[src/rtl/ads131_init_sequencer.sv]
// ADS131A0x bring-up controller: hardware reset, READY poll, UNLOCK / WREG table /
// WAKEUP / LOCK with echo checks, then hands the SPI frame engine to the data path.
module ads131_init_sequencer #(
  parameter int RESET_LOW_CYCLES = 100,
  parameter int POR_WAIT_CYCLES  = 250000,
  parameter int NUM_REGS         = 4,
  parameter int READY_POLLS      = 16,
  parameter int TIMEOUT_CYCLES   = 50000,
  parameter int MAX_RETRIES      = 3
) (
  input  logic        system_clock,
  input  logic        reset,
  input  logic        init_start,
  output logic        spi_reset_n,
  output logic        cmd_valid,
  output logic [15:0] cmd_word,
  input  logic        cmd_ready,
  input  logic        rsp_valid,
  input  logic [15:0] rsp_word,
  output logic [3:0]  cfg_idx,
  input  logic [15:0] cfg_word,
  output logic        init_done,
  output logic        init_error,
  output logic [3:0]  err_code,
  output logic [3:0]  state_dbg
);

  localparam int RW = $clog2(RESET_LOW_CYCLES) + 1;
  localparam int PW = $clog2(POR_WAIT_CYCLES) + 1;
  localparam int NW = $clog2(READY_POLLS) + 1;
  localparam int TW = $clog2(TIMEOUT_CYCLES) + 1;
  localparam int MW = $clog2(MAX_RETRIES) + 1;

  localparam logic [RW-1:0] RST_LAST  = RW'(RESET_LOW_CYCLES - 1);
  localparam logic [PW-1:0] POR_LAST  = PW'(POR_WAIT_CYCLES - 1);
  localparam logic [NW-1:0] POLL_LAST = NW'(READY_POLLS - 1);
  localparam logic [TW-1:0] TMO_LIM   = TW'(TIMEOUT_CYCLES);
  localparam logic [MW-1:0] RETRY_MAX = MW'(MAX_RETRIES);
  localparam logic [3:0]    REG_LAST  = 4'(NUM_REGS - 1);

  typedef enum logic [3:0] {
    S_IDLE = 4'd0, S_HW_RST = 4'd1, S_POR_WAIT = 4'd2, S_POLL = 4'd3, S_UNLOCK = 4'd4,
    S_WREG = 4'd5, S_WAKEUP = 4'd6, S_LOCK = 4'd7, S_RUN = 4'd8, S_ERROR = 4'd9
  } state_t;

  state_t        state;
  logic [RW-1:0] rst_cnt;
  logic [PW-1:0] por_cnt;
  logic [NW-1:0] poll_cnt;
  logic [TW-1:0] tmo;
  logic [MW-1:0] retry;
  logic          pend;      // word accepted, response not yet seen
  logic          chk;       // second (NULL) transaction of a command step
  logic [15:0]   exp_word;

  logic          active;
  logic [15:0]   step_cmd, step_exp;
  logic [3:0]    step_code, abort_code;

  assign state_dbg = state;
  assign active    = state inside {S_POLL, S_UNLOCK, S_WREG, S_WAKEUP, S_LOCK};

  always_comb begin
    step_cmd  = 16'h0000;
    step_exp  = 16'h0000;
    step_code = 4'd0;
    case (state)
      S_UNLOCK: begin step_cmd = 16'h0655; step_exp = 16'h0655; step_code = 4'd3; end
      S_WREG: begin
        step_cmd  = {3'b010, cfg_word[12:0]};
        step_exp  = {3'b001, cfg_word[12:0]};
        step_code = 4'd4;
      end
      S_WAKEUP: begin step_cmd = 16'h0033; step_exp = 16'h0033; step_code = 4'd5; end
      S_LOCK:   begin step_cmd = 16'h0555; step_exp = 16'h0555; step_code = 4'd6; end
      default: ;
    endcase
  end

  // A response in the same cycle as the timeout takes priority over the timeout.
  always_comb begin
    abort_code = 4'd0;
    if (active) begin
      if (cmd_valid && !cmd_ready && tmo == TMO_LIM)
        abort_code = 4'd2;
      else if (!cmd_valid && pend && !rsp_valid && tmo == TMO_LIM)
        abort_code = 4'd2;
      else if (!cmd_valid && pend && rsp_valid) begin
        if (state == S_POLL) begin
          if (rsp_word[15:8] != 8'hFF && poll_cnt == POLL_LAST) abort_code = 4'd1;
        end else if (chk && rsp_word != exp_word && retry == RETRY_MAX) begin
          abort_code = step_code;
        end
      end
    end
  end

  always_ff @(posedge system_clock) begin
    if (reset) begin
      state       <= S_IDLE;
      spi_reset_n <= 1'b1;
      cmd_valid   <= 1'b0;
      cmd_word    <= 16'h0000;
      cfg_idx     <= 4'd0;
      init_done   <= 1'b0;
      init_error  <= 1'b0;
      err_code    <= 4'd0;
      rst_cnt     <= '0;
      por_cnt     <= '0;
      poll_cnt    <= '0;
      tmo         <= '0;
      retry       <= '0;
      pend        <= 1'b0;
      chk         <= 1'b0;
      exp_word    <= 16'h0000;
    end else if (abort_code != 4'd0) begin
      state      <= S_ERROR;
      init_error <= 1'b1;
      err_code   <= abort_code;
      cmd_valid  <= 1'b0;
      pend       <= 1'b0;
    end else begin
      case (state)
        S_IDLE, S_RUN, S_ERROR: if (init_start) begin
          state       <= S_HW_RST;
          spi_reset_n <= 1'b0;
          rst_cnt     <= '0;
          init_done   <= 1'b0;
          init_error  <= 1'b0;
          err_code    <= 4'd0;
          cfg_idx     <= 4'd0;
        end
        S_HW_RST: if (rst_cnt == RST_LAST) begin
          spi_reset_n <= 1'b1;
          por_cnt     <= '0;
          state       <= S_POR_WAIT;
        end else rst_cnt <= rst_cnt + 1'b1;
        S_POR_WAIT: if (por_cnt == POR_LAST) begin
          poll_cnt <= '0;
          pend     <= 1'b0;
          chk      <= 1'b0;
          retry    <= '0;
          state    <= S_POLL;
        end else por_cnt <= por_cnt + 1'b1;
        default: begin
          if (!cmd_valid && !pend) begin
            cmd_valid <= 1'b1;
            tmo       <= '0;
            if (state == S_POLL || chk) cmd_word <= 16'h0000;
            else begin
              cmd_word <= step_cmd;
              exp_word <= step_exp;
            end
          end else if (cmd_valid) begin
            if (cmd_ready) begin
              cmd_valid <= 1'b0;
              pend      <= 1'b1;
              tmo       <= '0;
            end else tmo <= tmo + 1'b1;
          end else if (rsp_valid) begin
            pend <= 1'b0;
            if (state == S_POLL) begin
              if (rsp_word[15:8] == 8'hFF) state <= S_UNLOCK;
              else poll_cnt <= poll_cnt + 1'b1;
            end else if (!chk) begin
              chk <= 1'b1;
            end else if (rsp_word == exp_word) begin
              chk   <= 1'b0;
              retry <= '0;
              case (state)
                S_UNLOCK: state <= S_WREG;
                S_WREG: if (cfg_idx == REG_LAST) begin
                  cfg_idx <= 4'd0;
                  state   <= S_WAKEUP;
                end else cfg_idx <= cfg_idx + 1'b1;
                S_WAKEUP: state <= S_LOCK;
                default: begin
                  state     <= S_RUN;
                  init_done <= 1'b1;
                end
              endcase
            end else begin
              chk   <= 1'b0;
              retry <= retry + 1'b1;
            end
          end else tmo <= tmo + 1'b1;
        end
      endcase
    end
  end

endmodule

[config.mk]
export PLATFORM = sky130hd
export DESIGN_NAME = ads131_init_sequencer
export DESIGN_NICKNAME = d
export VERILOG_FILES = /design/src/rtl/ads131_init_sequencer.sv
export SDC_FILE = /design/constraint.sdc
export NUM_CORES = 1
export LEC_CHECK = 0
export ABC_AREA = 1
export BUFFER_PORTS_ARGS = -buffer_cell sky130_fd_sc_hd__buf_2
export CELL_PAD_IN_SITES_DETAIL_PLACEMENT = 0
export CELL_PAD_IN_SITES_GLOBAL_PLACEMENT = 1
export CORE_MARGIN = 3
export CORE_UTILIZATION = 35
export CTS_BUF_LIST = sky130_fd_sc_hd__clkbuf_4 sky130_fd_sc_hd__clkbuf_8 sky130_fd_sc_hd__clkbuf_16
export DETAILED_ROUTE_END_ITERATION = 6
export PLACE_DENSITY_LB_ADDON = 0.25
export SLEW_MARGIN = 15
export SYNTH_ARGS = -nofsm -noshare
export SYNTH_HDL_FRONTEND = slang
export SYNTH_SLANG_ARGS = --single-unit
export TNS_END_PERCENT = 50
[constraint.sdc]
create_clock -name system_clock -period 1.9 [get_ports system_clock]
set_input_delay 0 -clock system_clock [delete_from_list [all_inputs] [get_ports system_clock]]
set_output_delay 0 -clock system_clock [all_outputs]
set_load 0.1 [all_outputs]
==> reports/results.txt <==
status: finished, violations left
failing checks: negative setup slack
# IOs: 69
Placed Area: 6340 sq um
CTS sink cnt: 97
first-pass GRT wire length: 25500 um
Setup Crit Path Kind: reg2reg
Period Utilization, post-route: 106%
Startpoint Class: flip-flop
setup TNS: -2240 ps
share of layout cells above drive strength 1: 28.8%
HP Start: cfg_word[2]
grt ovf: 0
measured slew at the worst slew-check pin: 726 ps
largest net degree at the start of global routing: 61
# nets final: 975
Avg Vias per Cell: 4.91
Synth area leader: dfxtp_1
Worst Setup SP: exp_word[2]
PwrDens: 1130 nW/um^2
post-layout min period: 2010 ps
area grow syn2layout: 31.4%
critical path peak fanout: 7
Final Cell Area: 7070 sq um
Peak VDD IR: 541 uV
YS warnings: 0
Synth area leaders: dfxtp_1, nand2_1, a21oi_1
CTS tree: yes
Setup WS post-layout: -106 ps
number of max-cap violations: 0
Post-synth EDFFs: 0
total track usage: 18.9%
Avg WL per Cell: 14.0 um
hpwl dp: 11600 um
Mapped Cells: 795
Cell variety after synth: 47
Core Area: 14800 sq um
Die Area: 16900 sq um
leakage power: 2.99 nW
GR Layer Usage met2: 31.6%
ys async rst share: 0%
root buffer cell: clkbuf_16
Iter 0 DRT Violations: 345
Post-synth top flop: dfxtp_1
# H-tree levels: 3
skew final: 9.93 ps
top cell type's share of synthesized area: 36.1%
unrepaired setup endpoints after global routing: true
initial antenna violation count: 0
Synth Cell Area: 5380 sq um
CP arrival: 2250 ps
# DRC: 0
wirelength, routed: 15700 um
Die X: 130 um
via count: 5489
Req. time, crit path: 2150 ps
Max Slew Vio Count: 0
GR Util met3: 2.74%
Pwr Total: 0.00798 W
Worst Setup End Kind: flip-flop
GR met1 Demand/Resource: 25.0%
worst-skew pair later-pin latency: 350 ps
Final Hold Fails: 0
Avg Inst Size Synth: 6.77 sq um
worst r2r src: exp_word[2]
Seq/Total Area, Yosys: 36.1%
GRT busiest layer: met2
vias in the first global route: 5386
Final setup viols: 38
Num CTS Buffers: 9
Antenna Nets Post-Route: 0
HP Class: in2reg
worst slack, placed: -310 ps
first-pass iteration count of the detailed router: 5
antenna cells: 0
Slew HR: 51.6%
highest clock rate: 0.498 GHz
clk buf depth: 2
chip height: 130 um
row count: 44
gp weighted congestion: 0.859
Worst-path clk slew: 70 ps
port bufs: 62
Initial Util: 36.3%
count of state elements after synthesis: 97
==> sequential cells by signal, summed over array words and instances (netlist names) <==
register,flops
rst_cnt,8
pend,1
init_done,1
por_cnt,19
chk,1
state_dbg,4
cfg_idx,4
cmd_word,14
init_error,1
err_code,3
poll_cnt,5
retry,3
cmd_valid,1
exp_word,14
spi_reset_n,1
tmo,17
==> what timing repair did <==
action                                  CTS  global route
buffers inserted                          6             1
endpoints found under the setup margin   38            71
hold buffers                              7             0
resized for setup                        23            59
gates cloned                              3             0
pin swaps                                12            16
endpoints found under the hold margin    12             0
==> cell usage in the layout (no fill, tap or decap), types with 14 or more instances in the layout <==
master   Yosys  routed
nand2_2      7      22
nand3_1     47      41
buf_2        4      62
buf_4        5      67
a21oi_1    103      95
nand4_1     14      14
xor2_1      15      15
nand2_1    198     181
inv_1       93      87
inv_2       12      16
dfxtp_1     97      79
nor3_1      20      16
nor2_1      69      66
==> critical path: stages, from the launching register on <==
cell     delay, ps
dfxtp_2        350
inv_2           40
nand2_2         40
nand2_1         50
nor2_1         100
nand2_1         70
nor2_2         150
nand2_2        120
nand3_1        210
nand3_4        180
nor2_4         240
nand3_4        150
a21oi_1        150
nor2_1          50
==> metrics by stage <==
stage                     util, %  std cells  hold slack, ps
after floorplan                 -        797             165
after global placement       42.8       1085             283
after detailed placement     42.8       1085             293
after CTS                    46.4       1117            3.15
after global routing         47.7       1118            50.4
final                        47.7       1118            13.0
==> power breakdown <==
| part | leakage (nW) | total [W] | switching (W) | internal (W) |
|---|---|---|---|---|
| sequential | 0.793 | 0.00233 | 0.000129 | 0.00220 |
| combinational | 2.04 | 0.00368 | 0.00249 | 0.00119 |
| clock | 0.153 | 0.00197 | 0.000832 | 0.00114 |
==> routing by layer <==
layer	up-vias	part of all wire [%]	routed length, um
li1	2867	-	-
met1	2490	50	7770
met2	118	45	7140
met3	14	3.6	563
met4	0	1.4	220
met5	-	0	0
==> worst paths after layout <==
check,slack (ps),depth (start not counted),end
hold / removal,10,3,cmd_word[2]
setup reg to reg,-110,13,retry[2]
setup / recovery,-110,13,retry[2]
hold reg to reg,450,2,spi_reset_n
==> Yosys cell counts (2+ instances only) <==
| library cell | number |
|---|---|
| a21oi_1 | 103 |
| a31o_2 | 2 |
| and3_1 | 2 |
| buf_2 | 4 |
| buf_4 | 5 |
| buf_6 | 4 |
| clkbuf_1 | 11 |
| dfxtp_1 | 97 |
| ha_1 | 9 |
| inv_1 | 93 |
| inv_2 | 12 |
| nand2_1 | 198 |
| nand2_2 | 7 |
| nand2_4 | 2 |
| nand3_1 | 47 |
| nand3_4 | 2 |
| nand3b_1 | 3 |
| nand4_1 | 14 |
| nor2_1 | 69 |
| nor2_2 | 9 |
| nor2_4 | 6 |
| nor3_1 | 20 |
| nor3b_1 | 2 |
| nor4_1 | 3 |
| o2111ai_1 | 5 |
| o211ai_1 | 7 |
| o21ai_0 | 20 |
| o21ai_1 | 3 |
| o311ai_0 | 2 |
| or2_2 | 2 |
| xnor2_1 | 2 |
| xor2_1 | 15 |
==> final cells by class <==
type / instances / area [sq um]
Fill cell: 1484 / 7740
Multi-Input combinational cell: 571 / 3150
Clock buffer: 11 / 264
Timing Repair Buffer: 142 / 963
Inverter: 108 / 424
Sequential cell: 97 / 1980
Tap cell: 184 / 230
Clock inverter: 5 / 60.1
==> logic make-up after synthesis <==
| family | Yosys count | share of synthesized area (%) |
|---|---|---|
| xor+xnor | 17 | 2.77 |
| simple gates | 388 | 32.9 |
| fa+ha+maj | 9 | 2.09 |
| buf+inv | 132 | 10.3 |
| other cells | 1 | 0.0697 |
| compound gates | 151 | 15.8 |
| flops | 97 | 36.1 |
Note: power is estimated with default switching activity, not from simulation.
